### src/rtl/mem_port_arbiter_pkg.sv
// Shared types and constants for the fetch/LSU memory port arbiter.
// Imported by the arbiter top, its grant sub-module and the bench.
package mem_port_arbiter_pkg;

  typedef enum logic [1:0] {
    ST_IDLE,
    ST_ISSUE,
    ST_WAIT,
    ST_RESP
  } state_t;

  typedef enum logic {
    GNT_A = 1'b0,
    GNT_B = 1'b1
  } grant_t;

  localparam int ARB_RR    = 0;
  localparam int ARB_FIXED = 1;

  localparam logic [3:0] BE_WORD = 4'hF;

  // A zero-cycle watchdog still needs a 1-bit counter to elaborate.
  function automatic int timer_width(input int n);
    return (n > 0) ? $clog2(n + 1) : 1;
  endfunction

endpackage

### src/rtl/mem_port_arbiter_if.sv
// Fetch port A, LSU port B and memory slave signals of the arbiter.
// slave: arbiter view; master: view of the core plus memory around it.
interface mem_port_arbiter_if #(
  parameter int ADDR_WIDTH = 32,
  parameter int DATA_WIDTH = 32
) ();

  logic                  a_valid_i;
  logic [ADDR_WIDTH-1:0] a_addr_i;
  logic                  a_ready_o;
  logic [DATA_WIDTH-1:0] a_rdata_o;
  logic                  a_err_o;

  logic                  b_valid_i;
  logic                  b_we_i;
  logic [3:0]            b_be_i;
  logic [ADDR_WIDTH-1:0] b_addr_i;
  logic [DATA_WIDTH-1:0] b_wdata_i;
  logic                  b_ready_o;
  logic [DATA_WIDTH-1:0] b_rdata_o;
  logic                  b_err_o;

  logic                  s_valid_o;
  logic                  s_we_o;
  logic [3:0]            s_be_o;
  logic [ADDR_WIDTH-1:0] s_addr_o;
  logic [DATA_WIDTH-1:0] s_wdata_o;
  logic                  s_ready_i;
  logic [DATA_WIDTH-1:0] s_rdata_i;

  modport slave (
    input  a_valid_i, a_addr_i,
    output a_ready_o, a_rdata_o, a_err_o,
    input  b_valid_i, b_we_i, b_be_i, b_addr_i, b_wdata_i,
    output b_ready_o, b_rdata_o, b_err_o,
    output s_valid_o, s_we_o, s_be_o, s_addr_o, s_wdata_o,
    input  s_ready_i, s_rdata_i
  );

  modport master (
    output a_valid_i, a_addr_i,
    input  a_ready_o, a_rdata_o, a_err_o,
    output b_valid_i, b_we_i, b_be_i, b_addr_i, b_wdata_i,
    input  b_ready_o, b_rdata_o, b_err_o,
    input  s_valid_o, s_we_o, s_be_o, s_addr_o, s_wdata_o,
    output s_ready_i, s_rdata_i
  );

endinterface

### src/rtl/mem_port_arbiter_arb_rr2.sv
// Combinational 2-way grant: round-robin on last_grant or fixed A-first.
// Only meaningful while any is high.
module arb_rr2
  import mem_port_arbiter_pkg::*;
#(
  parameter int MODE = ARB_RR
) (
  input  logic   a_valid,
  input  logic   b_valid,
  input  grant_t last_grant,
  output logic   any,
  output grant_t gnt
);

  always_comb begin
    any = a_valid | b_valid;
    gnt = GNT_A;
    unique case (1'b1)
      (a_valid && !b_valid): gnt = GNT_A;
      (b_valid && !a_valid): gnt = GNT_B;
      (a_valid && b_valid): begin
        if (MODE == ARB_FIXED)
          gnt = GNT_A;
        else if (last_grant == GNT_A)
          gnt = GNT_B;
        else
          gnt = GNT_A;
      end
      default: gnt = GNT_A;
    endcase
  end

endmodule

### src/rtl/mem_port_arbiter.sv
// Shares one single-port memory between fetch (A) and load/store (B),
// one transaction in flight, with an optional response watchdog.
module mem_port_arbiter
  import mem_port_arbiter_pkg::*;
#(
  parameter int ADDR_WIDTH     = 32,
  parameter int DATA_WIDTH     = 32,
  parameter int ARB_MODE       = ARB_RR,
  parameter int TIMEOUT_CYCLES = 16
) (
  input logic                clk,
  input logic                rst_i,
  mem_port_arbiter_if.slave  bus
);

  localparam int TW = timer_width(TIMEOUT_CYCLES);
  localparam bit WD_EN = (TIMEOUT_CYCLES != 0);
  localparam int T_LAST_I = WD_EN ? TIMEOUT_CYCLES - 1 : 0;
  localparam logic [TW-1:0] T_LAST = TW'(T_LAST_I);

  state_t        state;
  grant_t        grant;
  grant_t        last_grant;
  grant_t        win;
  logic          any;
  logic [TW-1:0] timer;

  arb_rr2 #(
    .MODE (ARB_MODE)
  ) u_arb (
    .a_valid    (bus.a_valid_i),
    .b_valid    (bus.b_valid_i),
    .last_grant (last_grant),
    .any        (any),
    .gnt        (win)
  );

  always_ff @(posedge clk or posedge rst_i) begin
    if (rst_i) begin
      state         <= ST_IDLE;
      grant         <= GNT_A;
      last_grant    <= GNT_B;
      timer         <= '0;
      bus.a_ready_o <= 1'b0;
      bus.a_rdata_o <= '0;
      bus.a_err_o   <= 1'b0;
      bus.b_ready_o <= 1'b0;
      bus.b_rdata_o <= '0;
      bus.b_err_o   <= 1'b0;
      bus.s_valid_o <= 1'b0;
      bus.s_we_o    <= 1'b0;
      bus.s_be_o    <= '0;
      bus.s_addr_o  <= '0;
      bus.s_wdata_o <= '0;
    end else begin
      unique case (state)
        ST_IDLE: begin
          if (any) begin
            grant         <= win;
            bus.s_valid_o <= 1'b1;
            state         <= ST_ISSUE;
            if (win == GNT_A) begin
              bus.s_we_o    <= 1'b0;
              bus.s_be_o    <= BE_WORD;
              bus.s_addr_o  <= bus.a_addr_i;
              bus.s_wdata_o <= '0;
            end else begin
              bus.s_we_o    <= bus.b_we_i;
              bus.s_be_o    <= bus.b_be_i;
              bus.s_addr_o  <= bus.b_addr_i;
              bus.s_wdata_o <= bus.b_wdata_i;
            end
          end
        end
        ST_ISSUE: begin
          bus.s_valid_o <= 1'b0;
          timer         <= '0;
          state         <= ST_WAIT;
        end
        ST_WAIT: begin
          if (bus.s_ready_i) begin
            if (grant == GNT_A) begin
              bus.a_rdata_o <= bus.s_rdata_i;
              bus.a_ready_o <= 1'b1;
            end else begin
              bus.b_rdata_o <= bus.s_rdata_i;
              bus.b_ready_o <= 1'b1;
            end
            state <= ST_RESP;
          end else if (WD_EN && timer == T_LAST) begin
            if (grant == GNT_A) begin
              bus.a_rdata_o <= '0;
              bus.a_ready_o <= 1'b1;
              bus.a_err_o   <= 1'b1;
            end else begin
              bus.b_rdata_o <= '0;
              bus.b_ready_o <= 1'b1;
              bus.b_err_o   <= 1'b1;
            end
            state <= ST_RESP;
          end else if (timer != '1) begin
            timer <= timer + 1'b1;
          end
        end
        ST_RESP: begin
          bus.a_ready_o <= 1'b0;
          bus.a_err_o   <= 1'b0;
          bus.b_ready_o <= 1'b0;
          bus.b_err_o   <= 1'b0;
          last_grant    <= grant;
          state         <= ST_IDLE;
        end
        default: state <= ST_IDLE;
      endcase
    end
  end

endmodule

### src/flat_wrapper.sv
// flat-port wrapper written by rule: the top's interface ports become plain ports
module mem_port_arbiter_flat import mem_port_arbiter_pkg::*;
#(
  parameter int ADDR_WIDTH     = 32,
  parameter int DATA_WIDTH     = 32,
  parameter int ARB_MODE       = ARB_RR,
  parameter int TIMEOUT_CYCLES = 16
)
  (clk, rst_i, bus_a_valid_i, bus_a_addr_i, bus_a_ready_o, bus_a_rdata_o, bus_a_err_o, bus_b_valid_i, bus_b_we_i, bus_b_be_i, bus_b_addr_i, bus_b_wdata_i, bus_b_ready_o, bus_b_rdata_o, bus_b_err_o, bus_s_valid_o, bus_s_we_o, bus_s_be_o, bus_s_addr_o, bus_s_wdata_o, bus_s_ready_i, bus_s_rdata_i);
  mem_port_arbiter_if #(.ADDR_WIDTH(ADDR_WIDTH), .DATA_WIDTH(DATA_WIDTH)) bus_i ();
  input logic clk;
  input logic rst_i;
  input wire logic [$bits(bus_i.a_valid_i)-1:0] bus_a_valid_i;
  input wire logic [$bits(bus_i.a_addr_i)-1:0] bus_a_addr_i;
  output wire logic [$bits(bus_i.a_ready_o)-1:0] bus_a_ready_o;
  output wire logic [$bits(bus_i.a_rdata_o)-1:0] bus_a_rdata_o;
  output wire logic [$bits(bus_i.a_err_o)-1:0] bus_a_err_o;
  input wire logic [$bits(bus_i.b_valid_i)-1:0] bus_b_valid_i;
  input wire logic [$bits(bus_i.b_we_i)-1:0] bus_b_we_i;
  input wire logic [$bits(bus_i.b_be_i)-1:0] bus_b_be_i;
  input wire logic [$bits(bus_i.b_addr_i)-1:0] bus_b_addr_i;
  input wire logic [$bits(bus_i.b_wdata_i)-1:0] bus_b_wdata_i;
  output wire logic [$bits(bus_i.b_ready_o)-1:0] bus_b_ready_o;
  output wire logic [$bits(bus_i.b_rdata_o)-1:0] bus_b_rdata_o;
  output wire logic [$bits(bus_i.b_err_o)-1:0] bus_b_err_o;
  output wire logic [$bits(bus_i.s_valid_o)-1:0] bus_s_valid_o;
  output wire logic [$bits(bus_i.s_we_o)-1:0] bus_s_we_o;
  output wire logic [$bits(bus_i.s_be_o)-1:0] bus_s_be_o;
  output wire logic [$bits(bus_i.s_addr_o)-1:0] bus_s_addr_o;
  output wire logic [$bits(bus_i.s_wdata_o)-1:0] bus_s_wdata_o;
  input wire logic [$bits(bus_i.s_ready_i)-1:0] bus_s_ready_i;
  input wire logic [$bits(bus_i.s_rdata_i)-1:0] bus_s_rdata_i;
  assign bus_i.a_valid_i = bus_a_valid_i;
  assign bus_i.a_addr_i = bus_a_addr_i;
  assign bus_a_ready_o = bus_i.a_ready_o;
  assign bus_a_rdata_o = bus_i.a_rdata_o;
  assign bus_a_err_o = bus_i.a_err_o;
  assign bus_i.b_valid_i = bus_b_valid_i;
  assign bus_i.b_we_i = bus_b_we_i;
  assign bus_i.b_be_i = bus_b_be_i;
  assign bus_i.b_addr_i = bus_b_addr_i;
  assign bus_i.b_wdata_i = bus_b_wdata_i;
  assign bus_b_ready_o = bus_i.b_ready_o;
  assign bus_b_rdata_o = bus_i.b_rdata_o;
  assign bus_b_err_o = bus_i.b_err_o;
  assign bus_s_valid_o = bus_i.s_valid_o;
  assign bus_s_we_o = bus_i.s_we_o;
  assign bus_s_be_o = bus_i.s_be_o;
  assign bus_s_addr_o = bus_i.s_addr_o;
  assign bus_s_wdata_o = bus_i.s_wdata_o;
  assign bus_i.s_ready_i = bus_s_ready_i;
  assign bus_i.s_rdata_i = bus_s_rdata_i;
  mem_port_arbiter #(.ADDR_WIDTH(ADDR_WIDTH), .DATA_WIDTH(DATA_WIDTH), .ARB_MODE(ARB_MODE), .TIMEOUT_CYCLES(TIMEOUT_CYCLES)) u_core (.clk(clk), .rst_i(rst_i), .bus(bus_i));
endmodule
### config.mk
export PLATFORM = sky130hd
export DESIGN_NAME = mem_port_arbiter_flat
export DESIGN_NICKNAME = d
export VERILOG_FILES = /design/src/rtl/mem_port_arbiter_pkg.sv /design/src/rtl/mem_port_arbiter_if.sv /design/src/rtl/mem_port_arbiter_arb_rr2.sv /design/src/rtl/mem_port_arbiter.sv /design/src/flat_wrapper.sv
export SDC_FILE = /design/constraint.sdc
export NUM_CORES = 1
export LEC_CHECK = 0
export ABC_AREA = 0
export BUFFER_PORTS_ARGS = -buffer_cell sky130_fd_sc_hd__buf_2
export CORE_ASPECT_RATIO = 1.5
export CORE_MARGIN = 2
export CORE_UTILIZATION = 45
export CTS_CLUSTER_SIZE = 10
export DETAILED_ROUTE_END_ITERATION = 12
export PLACE_DENSITY = 0.78
export SLEW_MARGIN = 20
export SYNTH_ARGS = -nofsm -noshare
export SYNTH_HDL_FRONTEND = slang
export SYNTH_SLANG_ARGS = --single-unit
### constraint.sdc
create_clock -name clk -period 7.5 [get_ports clk]
set_input_delay 0 -clock clk [delete_from_list [all_inputs] [get_ports clk]]
set_output_delay 0 -clock clk [all_outputs]
set_load 0.02 [all_outputs]
==> out/qor.csv, run 1 <==
metric;value;unit
total of flip-flops plus latches after synthesis;147;
clock insertion delay at the later pin of the skew report;0.40;ns
CTS H-tree lvls;4;
gate count of the mapped netlist;476;
post-DR vias/cell;5.51;
run status;complete, no violations;
worst hold start;bus_s_ready_i;
Hold Path Class;in -> reg;
maximum root-to-sink buffer count;2;
Layout Cells excl Fill;1043;
Global Route Usage Sum;0.269;
YS warnings;0;
clock-pin slew reported for the worst setup and hold paths after clock tree synthesis;0.06;ns
total nets after synthesis;622;
effective utilization at floorplan;0.463;
clock root buffer;clkbuf_16;
count of buffers inserted at the top-level ports;275;
instance count after placement with tap cells included;877;
unrepaired setup endpoints after global routing;no;
violation count after the first detailed-routing iteration;358;
number of nets with antenna violations after routing;0;
cts bufs inserted;17;
simple-gate share of the synthesized area;0.0678;
share of flip-flops with an asynchronous set or reset;1.00;
data required time at the worst endpoint;7.83;ns
crit-path max FO;52;
Post-CTS Setup Repair Bufs;0;
most common flop cell mapped by yosys;dfrtp_1;
maximum clock skew at final layout;0.0117;ns
y dimension of the die;143;µm
TritonCTS clock tree;done;
met3 wire length;1580;µm
final routed DRC violation total;0;
classification of the worst setup path;reg -> reg;
cells on worst reg2reg path;7;
number of search-and-repair iterations in the first detailed-routing pass;4;
sequential area share after synthesis;0.635;
total via count after detailed routing;5751;
top-level I/O count;276;
HPWL reported at the end of detailed placement;10800;µm
initial antenna violation count;0;
average footprint of a synthesized cell;12.2;µm²
Routed met2 length;9380;µm
post-synthesis compound-gate area fraction;0.229;
final max-slew violation count;0;
multiplexer area fraction after synthesis;0.0108;
worst hold path cell count;4;
row count;50;
Final Hold Viols;0;
Reg-to-Reg Start;u_core.state[0];
maximum frequency from static timing analysis;0.391;GHz
Endpoint, Worst Hold;u_core.timer[1];
maximum ir drop on the vdd rail;0.000252;V
overall die width;96.6;µm
WHS;0.0223;ns
area overhead of the layout relative to synthesis;59.2;%
EDFF count, synth;0;
Register-to-Register Setup Slack;4.94;ns
average wire per cell in the routed design;18.2;µm
global-route wire length before repair;30200;µm
number of nets in the final layout;1021;
Die Footprint;13800;µm²
Slew HR;0.532;
final critical-path required period;2.56;ns
maximum number of pins on one net before global-route repair;79;
crit share post-route;0.341;
# Max-Cap Violations;0;
smallest setup slack after layout;4.94;ns
uppermost layer routed;met4;
total grt overflow;0;
worst endpoint data arrival time;2.89;ns
fraction of layout cells with a size suffix above 1;0.368;
commonest non-fill, non-tap cells in the layout;buf_2 (275), dfrtp_1 (146), dlygate4sd3_1 (134);
distinct cell type count of the synthesized netlist;35;
pre-CTS setup slack;5.31;ns
commonest non-fill, non-tap cell in the layout;buf_2;
Routability Congestion;0.821;
number of resized instances in the post-cts repair step;0;
combinational family with the most area after synthesis;compound AO/OA/AOI/OAI gates;
synthesized area;5790;µm²
type of destination of the critical path;flip-flop;
total routed wire length on the met1 layer;7160;µm
P per Cell Area;445;nW/µm²
leakage;4.74;nW
placeable core region;12500;µm²
type of origin of the critical path;flip-flop;
via count of the first global-routing pass;6055;
Final Routed Wirelength;19000;µm
Setup TNS;0;ns
antenna fix cells;0;
number of sinks handled by clock tree synthesis;147;
reg-to-reg critical path endpoint;u_core.bus.s_addr_o[23];
total setup violations reported at the end of the flow;0;
area share of fa/ha/maj cells after synthesis;0.0173;
worst slew pin tran;0.701;ns
XOR/XNOR Fraction of Synth Area;0;
-- area by class of cell --
class                      instances  area (µm²)
clock inverter                    13         174
tap                              156         195
clock buffer                      18         439
inverter                           6        27.5
fill                             780        3290
multi-input combinational        286        1900
timing repair buffer             417        2810
sequential                       147        3680
-- what timing repair did --
| action | in CTS | in global routing |
|---|---|---|
| hold endpoints to repair | 202 | 0 |
| setup endpoints to repair | 0 | 0 |
| hold buffers | 134 | 0 |
-- synth_stat cells, drive strengths merged (2+ instances only) --
cell / number / area [µm²]
a21oi: 64 / 320
a22o: 98 / 858
and2: 2 / 12.5
and3: 2 / 12.5
buf: 31 / 184
clkbuf: 6 / 22.5
dfrtp: 146 / 3650
ha: 8 / 100
inv: 6 / 22.5
mux2: 2 / 22.5
mux2i: 4 / 40.0
nand2: 40 / 150
nand3: 4 / 20.0
nor2: 36 / 135
o21ai: 5 / 25.0
o22a: 5 / 43.8
o2bb2ai: 2 / 17.5
-- worst max-delay path by stage --
stage	from	end	slack (ns)	cells past startpoint
6_report	u_core.state[0]	u_core.bus.s_addr_o[23]	4.94	7
4_1_cts	u_core.state[0]	u_core.bus.s_addr_o[21]	5.08	7
3_3_place_gp	u_core.state[0]	u_core.bus.a_rdata_o[15]	5.15	5
5_1_grt	u_core.state[0]	u_core.bus.s_addr_o[16]	4.81	7
3_5_place_dp	u_core.state[0]	u_core.bus.s_wdata_o[19]	5.31	4
2_1_floorplan	rst_i	u_core.bus.a_err_o	3.55	1
-- critical path, stage by stage (launching register included) --
cell	delay (ns)
dfrtp_1	0.39
inv_1	0.09
ha_1	0.31
o21ai_4	0.22
buf_4	0.54
a21oi_1	0.10
a21oi_1	0.21
dlygate4sd3_1	0.61
-- through the flow --
stage	cell area [µm²]	util	power, mW
4_1_cts	9190	0.735	4.07
6_report	9220	0.737	4.10
3_3_place_gp	7220	0.577	2.91
5_1_grt	9220	0.737	4.32
3_5_place_dp	7240	0.578	2.97
2_1_floorplan	5790	-	2.42
-- report_power, final --
part	internal, mW	total [mW]	switching [mW]
Clock	0.537	0.874	0.336
Combinational	0.787	1.83	1.05
Sequential	1.16	1.40	0.231
-- registers in the layout, summed over array words and instances (netlist names) --
name and count:
u_core.bus.a_rdata_o 32, u_core.bus.s_addr_o 32, u_core.bus.b_rdata_o 32, u_core.state 2, u_core.timer 5, u_core.last_grant 1, u_core.bus.b_err_o 1, u_core.grant 1
u_core.bus.a_err_o 1, u_core.bus.s_wdata_o 32, u_core.bus.a_ready_o 1, u_core.bus.b_ready_o 1, u_core.bus.s_be_o 4, u_core.bus.s_we_o 1, u_core.bus.s_valid_o 1
-- logic make-up (layout without fill, tap and decap cells) --
kind of cell | Yosys count | after routing
muxes | 6 | 6
and+or+nand+nor | 91 | 91
DFF | 147 | 147
buffers and inverters | 43 | 454
adders and majority gates | 8 | 8
AOI/OAI and AO/OA | 181 | 181
-- metal layers --
metal / GRT usage / vias to the layer above
li1: - / 2529
met1: 0.323 / 2787
met2: 0.455 / 363
met3: 0.0705 / 72
met4: 0.127 / 0
met5: 0 / -
Power figures use the tool's default switching activity.
==> inputs of run 2 (changes only) <==
==> constraint.sdc (replaced) <==
create_clock -name clk -period 2.63 [get_ports clk]
set_input_delay 0 -clock clk [delete_from_list [all_inputs] [get_ports clk]]
set_output_delay 0 -clock clk [all_outputs]
set_load 0.02 [all_outputs]
==> run 2 against run 1 <==
Cell area grew 0.47%. Critical endpoint is now u_core.bus.s_addr_o[15]. Routed wire length grew 4.8%. Sequential power grew to 2.8 times the previous value. Largest cell class unchanged. Flip-flop and latch count is the same. Maximum frequency grew 6.8%. Count of clock-buffer cells in the layout grew 3. Via count grew 2.1%. Highest routed layer unchanged. Critical path depth is the same.
==> out/qor.csv, run 2 (synthesized netlist as in run 1, its figures left out) <==
metric;value;unit
Final Routed Wirelength;19900;µm
cts bufs inserted;17;
leakage;4.75;nW
total via count after detailed routing;5874;
maximum root-to-sink buffer count;2;
clock root buffer;clkbuf_16;
fraction of layout cells with a size suffix above 1;0.368;
placeable core region;12500;µm²
overall die width;96.6;µm
Hold Path Class;in -> reg;
clock insertion delay at the later pin of the skew report;0.41;ns
Final Util;0.740;
crit share post-route;0.912;
average wire per cell in the routed design;19.0;µm
Die Footprint;13800;µm²
maximum frequency from static timing analysis;0.417;GHz
worst endpoint data arrival time;2.73;ns
number of nets in the final layout;1025;
number of sinks handled by clock tree synthesis;147;
total setup violations reported at the end of the flow;0;
maximum ir drop on the vdd rail;0.000727;V
count of buffers inserted at the top-level ports;275;
unrepaired setup endpoints after global routing;no;
Power, Total;11.9;mW
commonest non-fill, non-tap cell in the layout;buf_2;
number of nets with antenna violations after routing;0;
Post-Place Cell Area;7260;µm²
effective utilization at floorplan;0.463;
Setup TNS;0;ns
top-level I/O count;276;
HPWL reported at the end of detailed placement;10800;µm
maximum number of pins on one net before global-route repair;83;
Global Route Usage Sum;0.280;
cells on worst reg2reg path;7;
area overhead of the layout relative to synthesis;60.0;%
data required time at the worst endpoint;2.96;ns
Routability Congestion;0.823;
total grt overflow;0;
WHS;0.0693;ns
final critical-path required period;2.40;ns
Finished Cell Area;9260;µm²
number of search-and-repair iterations in the first detailed-routing pass;5;
global-route wire length before repair;31100;µm
row count;50;
CTS H-tree lvls;4;
classification of the worst setup path;reg -> reg;
Slew HR;0.397;
initial antenna violation count;0;
Final Hold Viols;0;
fill count;771;
y dimension of the die;143;µm
run status;complete, no violations;
worst slew pin tran;0.904;ns
worst hold path cell count;4;
P per Cell Area;1280;nW/µm²
crit-path max FO;26;
final max-slew violation count;0;
# Max-Cap Violations;0;
post-DR vias/cell;5.60;
type of origin of the critical path;flip-flop;
type of destination of the critical path;flip-flop;
commonest non-fill, non-tap cells in the layout;buf_2 (275), dfrtp_1 (146), dlygate4sd3_1 (135);
via count of the first global-routing pass;6058;
TritonCTS clock tree;done;
maximum clock skew at final layout;0.0116;ns
violation count after the first detailed-routing iteration;354;
final routed DRC violation total;0;
clock-pin slew reported for the worst setup and hold paths after clock tree synthesis;0.06;ns
-- run 2: path summary, 6_finish.rpt --
path,start,endpoint,slack (ns)
worst max-delay path,u_core.state[0],u_core.bus.s_addr_o[15],0.23
worst min-delay path,bus_b_valid_i,u_core.bus.s_valid_o,0.07
min in group asynchronous,rst_i,u_core.bus.s_wdata_o[16],0.23
max in group asynchronous,rst_i,u_core.last_grant,1.51
worst max register to register,u_core.state[0],u_core.bus.s_addr_o[15],0.23
worst min register to register,u_core.bus.a_rdata_o[27],u_core.bus.a_rdata_o[27],0.50
-- run 2: critical path: stages, from the launching register on --
cell	delay, ns
dfrtp_1	0.40
inv_1	0.08
ha_2	0.26
o21ai_4	0.27
buf_4	0.43
a21oi_1	0.07
a21oi_1	0.16
dlygate4sd3_1	0.63
-- run 2: per-layer routing --
layer  vias to the layer above  wire length (µm)  global-route usage
li1                       2537                 -                   -
met1                      2848              7300               0.339
met2                       423             10000               0.465
met3                        66              1820              0.0734
met4                         0               713               0.137
met5                         -                 0                   0
-- run 2: power breakdown --
part	total [mW]	switching [mW]	internal (mW)
Sequential	3.99	0.670	3.32
Clock	2.60	0.950	1.65
Combinational	5.31	3.06	2.25
Total	11.9	4.68	7.22
-- run 2: stage by stage --
step                setup slack (ns)  instances
floorplan                      0.780        476
global route                  0.0939       1048
CTS                            0.125       1047
detailed placement             0.506        880
global placement               0.620        880
finish                         0.232       1049
-- run 2: layout make-up --
type,instances,area [µm²],share of cell area
sequential,147,3680,0.397
antenna,1,2.50,0.000270
tap,156,195,0.0211
multi-input combinational,287,1910,0.206
timing repair buffer,420,2820,0.304
clock buffer,21,460,0.0497
clock inverter,11,175,0.0189
inverter,6,26.3,0.00284
-- run 2: what timing repair did --
action                                 CTS  global route
gates resized for setup                  0             1
endpoints found under the hold margin  163             0
setup endpoints to repair                0            25
hold buffers                           135             0
buffers inserted                         0             0
==> inputs of run 3 (changes only) <==
==> constraint.sdc (replaced) <==
create_clock -name clk -period 2.75 [get_ports clk]
set_input_delay 0 -clock clk [delete_from_list [all_inputs] [get_ports clk]]
set_output_delay 0 -clock clk [all_outputs]
set_load 0.02 [all_outputs]
==> run 3 against run 2 <==
Die area is the same. Critical path depth unchanged. Routed wire length shrank 2.4%. Register-to-register slack improved by 0.06 ns. Clock power hardly changed. Sequential power decreased by 5%. Worst setup slack better by 0.063 ns. Sequential share of layout area grew 0.075 points. Flip-flop and latch count unchanged. Critical path type unchanged. Critical endpoint is now u_core.bus.s_addr_o[27]. Largest cell class unchanged.
==> out/qor.csv, run 3 (synthesized netlist as in run 1, its figures left out) <==
metric;value;unit
# Max-Cap Violations;0;
top-level I/O count;276;
GR Util met2;0.485;
total via count after detailed routing;5726;
pre-CTS setup slack;0.632;ns
Hold Path Class;in -> reg;
commonest non-fill, non-tap cell in the layout;buf_2;
total setup violations reported at the end of the flow;0;
count of buffers inserted at the top-level ports;275;
number of nets with antenna violations after routing;0;
Global Route met3 Usage;0.0808;
clock root buffer;clkbuf_16;
violation count after the first detailed-routing iteration;355;
Reg-to-Reg Start;u_core.state[0];
fill count;785;
Finished Cell Area;9250;µm²
Global Route Usage Sum;0.279;
data required time at the worst endpoint;3.10;ns
average wire per cell in the routed design;18.6;µm
cts bufs inserted;17;
routing usage on met1;0.324;
initial antenna violation count;0;
total grt overflow;0;
classification of the worst setup path;reg -> reg;
number of resized instances in the post-cts repair step;0;
crit-path max FO;34;
maximum clock skew at final layout;0.0111;ns
worst endpoint data arrival time;2.81;ns
Register-to-Register Setup Slack;0.30;ns
unrepaired setup endpoints after global routing;no;
type of origin of the critical path;flip-flop;
overall die width;96.6;µm
GR peak layer;met2;
type of destination of the critical path;flip-flop;
logic depth of the worst path, buffers included;7;
Die Footprint;13800;µm²
clock insertion delay at the later pin of the skew report;0.42;ns
TritonCTS clock tree;done;
clock-pin slew reported for the worst setup and hold paths after clock tree synthesis;0.06;ns
CTS H-tree lvls;4;
number of nets in the final layout;1021;
antenna fix cells;0;
Slowest Stage Delay on Critical Path;0.56;ns
post-DR vias/cell;5.49;
maximum root-to-sink buffer count;2;
maximum number of pins on one net before global-route repair;148;
P per Cell Area;1240;nW/µm²
cells on worst reg2reg path;7;
global-route wire length before repair;30900;µm
leakage;4.75;nW
number of search-and-repair iterations in the first detailed-routing pass;6;
Power, Total;11.4;mW
smallest setup slack after layout;0.295;ns
via count of the first global-routing pass;6122;
row count;50;
y dimension of the die;143;µm
Slew HR;0.393;
most frequent cell on the critical path;a21oi_1;
Setup TNS;0;ns
maximum ir drop on the vdd rail;0.000721;V
worst hold start;bus_b_valid_i;
Final Hold Viols;0;
delay-heaviest family, CP;buffers and inverters;
Crit path buffers/inverters;3;
maximum frequency from static timing analysis;0.407;GHz
fraction of layout cells with a size suffix above 1;0.365;
final max-slew violation count;0;
placeable core region;12500;µm²
slowest CP cell;dlygate4sd3_1;
Endpoint, Worst Hold;u_core.bus.s_valid_o;
final critical-path required period;2.45;ns
worst slew pin tran;0.907;ns
run status;complete, no violations;
area overhead of the layout relative to synthesis;59.7;%
final routed DRC violation total;0;
WHS;0.00667;ns
reg-to-reg critical path endpoint;u_core.bus.s_addr_o[27];
worst hold path cell count;4;
Final Routed Wirelength;19400;µm
HPWL reported at the end of detailed placement;10700;µm
cells along the critical path;inv_1, ha_1, o21ai_4, buf_4, a21oi_1, a21oi_1, dlygate4sd3_1;
commonest non-fill, non-tap cells in the layout;buf_2 (275), dfrtp_1 (146), dlygate4sd3_1 (134);
effective utilization at floorplan;0.463;
number of sinks handled by clock tree synthesis;147;
Routability Congestion;0.813;
crit share post-route;0.893;
Post-Place Cell Area;7250;µm²
[run 3: metrics by stage]
step	std cells	util
finish	1043	0.739
global route	1043	0.739
CTS	1043	0.739
detailed placement	878	0.579
global placement	878	0.579
floorplan	476	-
[run 3: worst max path at each step]
stage,start,end,slack [ns]
6_report,u_core.state[0],u_core.bus.s_addr_o[27],0.30
5_1_grt,u_core.state[0],u_core.bus.s_addr_o[27],0.1
4_1_cts,u_core.state[0],u_core.bus.s_addr_o[27],0.33
3_5_place_dp,u_core.state[0],u_core.bus.s_wdata_o[20],0.63
3_3_place_gp,u_core.state[0],u_core.bus.s_wdata_o[1],0.75
2_1_floorplan,rst_i,u_core.bus.a_err_o,0.90
[run 3: routing by layer]
metal  vias up  wire [µm]
li1       2525          -
met1      2772       7190
met2       362       9990
met3        67       1670
met4         0        559
met5         -          0
[run 3: final cells by class]
| class | instances | area, µm² | share of cell area |
|---|---|---|---|
| clock buffer | 20 | 457 | 0.0494 |
| clock inverter | 11 | 200 | 0.0217 |
| inverter | 6 | 26.3 | 0.00284 |
| multi-input combinational | 286 | 1900 | 0.205 |
| sequential | 147 | 3680 | 0.398 |
| tap | 156 | 195 | 0.0211 |
| timing repair buffer | 417 | 2790 | 0.302 |
[run 3: repair_timing]
item                                   4_1_cts  5_1_grt
setup endpoints to repair                    0        0
buffers inserted                             0        0
endpoints found under the hold margin      279        0
hold buffers                               134        0
[run 3: report_power, final]
| group | switching (mW) | total [mW] | internal [mW] |
|---|---|---|---|
| registers | 0.630 | 3.80 | 3.17 |
| logic | 2.90 | 5.05 | 2.15 |
| clock network | 0.914 | 2.58 | 1.66 |
[run 3: worst reg2reg max path, cell delays in order (launching register included)]
cell and delay (ns):
dfrtp_1 0.40, inv_1 0.08, ha_1 0.30, o21ai_4 0.37, buf_4 0.47, a21oi_1 0.08, a21oi_1 0.15, dlygate4sd3_1 0.56
